### config.mk
export PLATFORM = sky130hd
export DESIGN_NAME = codec_ctrl
export DESIGN_NICKNAME = d
export VERILOG_FILES = /design/src/rtl/codec_pkg.sv /design/src/rtl/codec_timebase.sv /design/src/rtl/codec_ctrl.sv
export SDC_FILE = /design/constraint.sdc
export NUM_CORES = 1
export LEC_CHECK = 0
export BUFFER_PORTS_ARGS = -buffer_cell sky130_fd_sc_hd__buf_2
export CAP_MARGIN = 20
export CORE_ASPECT_RATIO = 0.6
export CORE_UTILIZATION = 35
export CTS_CLUSTER_SIZE = 16
export DETAILED_ROUTE_END_ITERATION = 12
export PLACE_DENSITY = 0.52
export RECOVER_POWER = 25
export SYNTH_ARGS = -nofsm -noshare
export SYNTH_HDL_FRONTEND = slang
export SYNTH_SLANG_ARGS = --single-unit
### constraint.sdc
create_clock -name clk -period 7 [get_ports clk]
set_input_delay 0.35 -clock clk [delete_from_list [all_inputs] [get_ports clk]]
set_output_delay 0.35 -clock clk [all_outputs]
set_load 0.05 [all_outputs]
### src/rtl/codec_pkg.sv
`default_nettype none
// ============================================================================
// Module      : codec_pkg
// Description : Shared types and timing constants for the CS4272 controller.
// Revision    : 1.0 - initial release
// ============================================================================
package codec_pkg;

    typedef enum logic [1:0] {
        HOLD = 2'd0,
        SYNC = 2'd1,
        RUN  = 2'd2
    } state_e;

    localparam int               CNT_W     = 10;
    localparam int               WORD_W    = 16;
    localparam logic [4:0]       SAMPLE_PH = 5'd15;
    localparam logic [4:0]       SHIFT_PH  = 5'd0;
    localparam logic [CNT_W-1:0] VALID_CNT = 10'd1008;
    localparam logic [CNT_W-1:0] LATCH_CNT = 10'd1023;

endpackage
`default_nettype wire

### src/rtl/codec_timebase.sv
`default_nettype none
// ============================================================================
// Module      : codec_timebase
// Description : Free-running frame counter with registered MCLK/SCLK/LRCLK.
// Revision    : 1.0 - initial release
// ============================================================================
module codec_timebase
    import codec_pkg::*;
(
    input  logic             clk,
    input  logic             rst_n,
    output logic [CNT_W-1:0] cnt_o,
    output logic             wrap_o,
    output logic             mclk_o,
    output logic             sclk_o,
    output logic             lrclk_o
);

    logic [CNT_W-1:0] cnt_q;
    logic [CNT_W-1:0] cnt_d;
    logic             mclk_q;
    logic             sclk_q;
    logic             lrclk_q;

    assign cnt_d = cnt_q + CNT_W'(1);

    // Clocks are taken from the next count so they line up with cnt_q exactly.
    always_ff @(posedge clk or negedge rst_n) begin
        if (!rst_n) begin
            cnt_q   <= '0;
            mclk_q  <= 1'b0;
            sclk_q  <= 1'b0;
            lrclk_q <= 1'b0;
        end else begin
            cnt_q   <= cnt_d;
            mclk_q  <= cnt_d[1];
            sclk_q  <= cnt_d[4];
            lrclk_q <= cnt_d[CNT_W-1];
        end
    end

    assign cnt_o   = cnt_q;
    assign wrap_o  = (cnt_q == LATCH_CNT);
    assign mclk_o  = mclk_q;
    assign sclk_o  = sclk_q;
    assign lrclk_o = lrclk_q;

endmodule
`default_nettype wire

### src/rtl/codec_ctrl.sv
`default_nettype none
// ============================================================================
// Module      : codec_ctrl
// Description : CS4272 slave-mode controller: reset sequencing, ADC capture,
//               DAC serialisation. Define CODEC_LOOPBACK_EN to feed captured
//               ADC samples back to the DAC instead of lft_in/rht_in.
// Revision    : 1.0 - initial release
// ============================================================================
module codec_ctrl
    import codec_pkg::*;
#(
    parameter int HOLD_FRAMES = 2
)(
    input  logic              clk,
    input  logic              rst_n,
    output logic              MCLK,
    output logic              SCLK,
    output logic              LRCLK,
    output logic              RSTn,
    input  logic              SDout,
    output logic              SDin,
    input  logic [WORD_W-1:0] lft_in,
    input  logic [WORD_W-1:0] rht_in,
    output logic [WORD_W-1:0] lft_out,
    output logic [WORD_W-1:0] rht_out,
    output logic              valid
);

    localparam int              FR_W       = (HOLD_FRAMES > 1) ? $clog2(HOLD_FRAMES) : 1;
    localparam logic [FR_W-1:0] LAST_FRAME = FR_W'(HOLD_FRAMES - 1);

    logic [CNT_W-1:0]  cnt;
    logic [CNT_W-1:0]  cnt_nx;
    logic              wrap;

    state_e            state_q,  state_d;
    logic [FR_W-1:0]   frames_q, frames_d;
    logic              rstn_q,   rstn_d;
    logic [WORD_W-1:0] rsr_q,    rsr_d;
    logic [WORD_W-1:0] lsr_q,    lsr_d;
    logic [WORD_W-1:0] lout_q,   lout_d;
    logic [WORD_W-1:0] rout_q,   rout_d;
    logic              valid_q,  valid_d;
    logic [WORD_W-1:0] txl_q,    txl_d;
    logic [WORD_W-1:0] txr_q,    txr_d;
    logic              sdin_q,   sdin_d;

    codec_timebase u_timebase (
        .clk     (clk),
        .rst_n   (rst_n),
        .cnt_o   (cnt),
        .wrap_o  (wrap),
        .mclk_o  (MCLK),
        .sclk_o  (SCLK),
        .lrclk_o (LRCLK)
    );

    assign cnt_nx = cnt + CNT_W'(1);

`ifdef CODEC_LOOPBACK_EN
    logic unused_dac_in;
    assign unused_dac_in = ^{lft_in, rht_in};
`endif

    always_ff @(posedge clk or negedge rst_n) begin
        if (!rst_n) begin
            state_q  <= HOLD;
            frames_q <= '0;
            rstn_q   <= 1'b0;
            rsr_q    <= '0;
            lsr_q    <= '0;
            lout_q   <= '0;
            rout_q   <= '0;
            valid_q  <= 1'b0;
            txl_q    <= '0;
            txr_q    <= '0;
            sdin_q   <= 1'b0;
        end else begin
            state_q  <= state_d;
            frames_q <= frames_d;
            rstn_q   <= rstn_d;
            rsr_q    <= rsr_d;
            lsr_q    <= lsr_d;
            lout_q   <= lout_d;
            rout_q   <= rout_d;
            valid_q  <= valid_d;
            txl_q    <= txl_d;
            txr_q    <= txr_d;
            sdin_q   <= sdin_d;
        end
    end

    always_comb begin
        state_d  = state_q;
        frames_d = frames_q;
        rstn_d   = rstn_q;
        rsr_d    = rsr_q;
        lsr_d    = lsr_q;
        lout_d   = lout_q;
        rout_d   = rout_q;
        valid_d  = 1'b0;
        txl_d    = txl_q;
        txr_d    = txr_q;
        sdin_d   = sdin_q;

        // Codec reset releases on the wrap edge, i.e. on an LRCLK falling edge.
        case (state_q)
            HOLD: begin
                if (wrap) begin
                    if (frames_q == LAST_FRAME) begin
                        state_d = SYNC;
                        rstn_d  = 1'b1;
                    end else begin
                        frames_d = frames_q + 1'b1;
                    end
                end
            end
            SYNC: begin
                if (cnt_nx == VALID_CNT) begin
                    state_d = RUN;
                end
            end
            RUN: begin
                state_d = RUN;
            end
            default: begin
                state_d = HOLD;
            end
        endcase

        if (cnt[4:0] == SAMPLE_PH) begin
            if (cnt[CNT_W-1]) begin
                lsr_d = {lsr_q[WORD_W-2:0], SDout};
            end else begin
                rsr_d = {rsr_q[WORD_W-2:0], SDout};
            end
        end

        // Registered on the edge entering VALID_CNT so the last left bit is included.
        if ((state_q != HOLD) && (cnt_nx == VALID_CNT)) begin
            lout_d  = lsr_d;
            rout_d  = rsr_q;
            valid_d = (state_q == RUN);
        end

        if (wrap) begin
`ifdef CODEC_LOOPBACK_EN
            txl_d = lout_q;
            txr_d = rout_q;
`else
            txl_d = lft_in;
            txr_d = rht_in;
`endif
        end

        // Drive the bit for the upcoming SCLK period; uses freshly latched buffers at the wrap.
        if (cnt_nx[4:0] == SHIFT_PH) begin
            if (state_d == HOLD) begin
                sdin_d = 1'b0;
            end else if (cnt_nx[CNT_W-1]) begin
                sdin_d = txl_d[~cnt_nx[8:5]];
            end else begin
                sdin_d = txr_d[~cnt_nx[8:5]];
            end
        end
    end

    assign RSTn    = rstn_q;
    assign SDin    = sdin_q;
    assign lft_out = lout_q;
    assign rht_out = rout_q;
    assign valid   = valid_q;

endmodule
`default_nettype wire

==> flow_metrics.env <==
export IMPL_run_status="finished with violations"
export IMPL_violations="max-capacitance violations, max-slew violations"
export IMPL_worstPathCellList="ha_1, nand3_1, or3_1, nand2_1, o2111ai_1, or4_4, nor2_8, mux2_2"
export IMPL_grt_usage=0.1434
export IMPL_chipWidth_microns=154.9
export IMPL_stdcell_count=630
export IMPL_top_level_ports=73
export IMPL_ys_async_sr_fraction=1.000
export IMPL_dieArea_sq_um=14530
export IMPL_timing_rr_start="u_timebase.cnt_o[0]"
export IMPL_firstDrtPassIters=4
export IMPL_end_kind="flop"
export IMPL_drv_cap=1
export IMPL_insertion_delay_ns=0.34
export IMPL_routed_wl_mm=9.520
export IMPL_synth_seq_cells=112
export IMPL_fin_crit_ns=3.766
export IMPL_hold_class="in -> reg"
export IMPL_min_to="txr_q[12]"
export IMPL_cellPowerDensity_nw_per_um2=209.0
export IMPL_cts_hold_buffers=0
export IMPL_final_cell_mix="112 x dfrtp_1, 60 x buf_2, 54 x mux2_2"
export IMPL_cp_arrival_ns=4.00
export IMPL_place_congestion=0.7739
export IMPL_setup_ws_ns=3.234
export IMPL_drt_initial_drc_count=84
export IMPL_peakVddDrop_mv=0.09724
export IMPL_finClkSkew_ns=0.008021
export IMPL_io_buffers=72
export IMPL_critPathSlowestCell="nor2_8"
export IMPL_r2r_end="lft_out[15]"
export IMPL_slew_headroom=-0.8236
export IMPL_cts_max_level=3
export IMPL_wire_per_inst_microns=15.11
export IMPL_synthCells=362
export IMPL_post_cts_resized=0
export IMPL_final_common_cell="dfrtp_1"
export IMPL_grt_pass1_vias=2938
export IMPL_cp_max_fo=32
export IMPL_core_sq_um=13670
export IMPL_grt_pass1_wl_mm=15.77
export IMPL_min_from="rht_in[12]"
export IMPL_final_nets=471
export IMPL_fmax_mhz=265.6
export IMPL_drive_gt1_frac=0.3881
export IMPL_slew_viol_final=52
export IMPL_timing_final_crit_share=0.5379
export IMPL_clkTransAtPathRegs_ns=0.07
export IMPL_syn_nets=400
export IMPL_numCtsBuffers=9
export IMPL_crit_start="u_timebase.cnt_o[0]"
export IMPL_postCtsSetupBuffers=0
export IMPL_antenna_found_initial=0
export IMPL_finalSetupViolations=0
export IMPL_fin_setup_tns_ns=0
export IMPL_cp_start_kind="flop"
export IMPL_multi_input_area_sq_um=1952
export IMPL_clock_path_buffers=2
export IMPL_antenna_cells=0
export IMPL_via_per_inst=4.625
export IMPL_hold_viol=0
export IMPL_hpwl_mm=6.705
export IMPL_crit_required_ns=7.23
export IMPL_drc=0
export IMPL_grt_max_degree=63
export IMPL_cts_tree="done"
export IMPL_yosysUniqueCellTypes=51
export IMPL_yosysWarnings=0
export IMPL_root_buffer="clkbuf_16"
export IMPL_synth_top_flop_cell="dfrtp_1"
export IMPL_vias=2914
export IMPL_stdcell_area_sq_um=5702
export IMPL_place_inst=614
export IMPL_cts_sinks=112
export IMPL_regArea_sq_um=2803
export IMPL_rr_worst_depth=8
export IMPL_hold_path_cell_count=3
export IMPL_nFillCells=1306
export IMPL_synth_edff_count=0
export IMPL_critPathKind="reg -> reg"
export IMPL_place_ws_ns=3.191
export IMPL_die_h_microns=93.76
export IMPL_floorplan_initialDensity=0.3593
export IMPL_worst_slew_pin_slew_ns=2.735
export IMPL_p_leak_nw=2.900
export IMPL_synth_area_sq_um=4911
export IMPL_critPathMaxStageDelay_ns=0.62
export IMPL_yosysSeqAreaShare=0.5707
export IMPL_rows=33
export IMPL_reg2reg_slack_ns=3.23
export IMPL_synth_avg_cell_area_sq_um=13.57
export IMPL_place_area_sq_um=5415
export IMPL_grt_remaining_overflow=0
export IMPL_area_delta_synth_final_pct=16.10
export IMPL_rsz0062_at_grt="false"
export IMPL_ant_nets=0
-- critical path, delay by kind of cell, from the launching register on --
family	cells	cell delay (ns)
DFF	1	0.46
and+or+nand+nor	5	2.30
adders and majority gates	1	0.26
AOI/OAI and AO/OA	1	0.23
muxes	1	0.41
-- through the flow --
stage          utilization  hold WS (ns)  power (mW)
6_report            0.4172        0.1923       1.192
5_1_grt             0.4172        0.1886       1.244
4_1_cts             0.4185       0.05520       1.213
3_5_place_dp        0.3962        0.4276      0.6858
3_3_place_gp        0.3962        0.4216      0.6853
2_1_floorplan            -       0.05441      0.6618
-- power breakdown --
group	leakage, nW	internal (mW)	switching, mW
combinational	1.27	0.00774	0.0157
clock	0.144	0.282	0.239
sequential	1.49	0.647	0.000503
total	2.90	0.937	0.255
-- flip-flops by register name, indices dropped and copies added, names as in the netlist --
name / flops
rsr_q: 16
SDin: 1
lft_out: 16
state_q: 2
txr_q: 16
lsr_q: 16
frames_q: 1
rht_out: 16
valid: 1
RSTn: 1
u_timebase.cnt_o: 10
txl_q: 16
-- worst max path at each step --
stage             endpoint  slack [ns]  cells past startpoint
4_1_cts        rht_out[15]        3.18                      8
3_5_place_dp   lft_out[15]        3.19                      8
5_1_grt        rht_out[15]        2.90                      8
6_report       lft_out[15]        3.23                      8
2_1_floorplan   lft_out[0]        3.79                      9
3_3_place_gp   rht_out[15]        3.30                      8
-- cells in the mapped netlist, types with 2 or more instances --
master       n  share of area
a31o_2       2         0.0036
nand2b_1     4         0.0051
o2111ai_1    3         0.0054
o21ai_0      7         0.0071
nand3_1     10          0.010
nor3_1       4         0.0041
and2_1       6         0.0076
a21o_1       5         0.0076
buf_2        4         0.0041
mux2_2      54           0.12
a2111oi_0    2         0.0036
buf_12       3          0.012
clkbuf_1     4         0.0031
nor2_1       9         0.0069
nand2_1     44          0.034
xnor2_1      4         0.0071
ha_1         3         0.0076
and3b_1      2         0.0036
a21oi_1      3         0.0031
or3_1        3         0.0038
inv_1        7         0.0054
and4b_1      2         0.0041
dfrtp_1    112           0.57
buf_1        2         0.0015
nand4_1      3         0.0038
mux2_4      30          0.092
a211oi_1     2         0.0031
and4_1       2         0.0036
mux2i_1      4         0.0082
-- layout make-up --
| cell class | instances | area share |
|---|---|---|
| multi-input combinational | 226 | 0.3423 |
| clock buffer | 9 | 0.03950 |
| sequential | 112 | 0.4916 |
| timing repair buffer | 75 | 0.06452 |
| clock inverter | 7 | 0.01382 |
| inverter | 9 | 0.006144 |
| tap | 192 | 0.04213 |
-- metal layers --
layer	part of all wire	track usage	routed length [microns]
met5	0	0	0
met4	0.011	0.03795	104
met3	0.051	0.04151	485
met2	0.39	0.1881	3738
met1	0.55	0.2229	5192
-- cell families after synthesis --
group,after synthesis,share of synthesized area
AO/OA/AOI/OAI,32,0.04612
XOR/XNOR,5,0.008917
adder cells (fa/ha/maj),3,0.007644
buffers and inverters,24,0.03185
flip-flops,112,0.5707
multiplexers,90,0.2336
AND/OR/NAND/NOR,96,0.1012
Power figures use the tool's default switching activity.
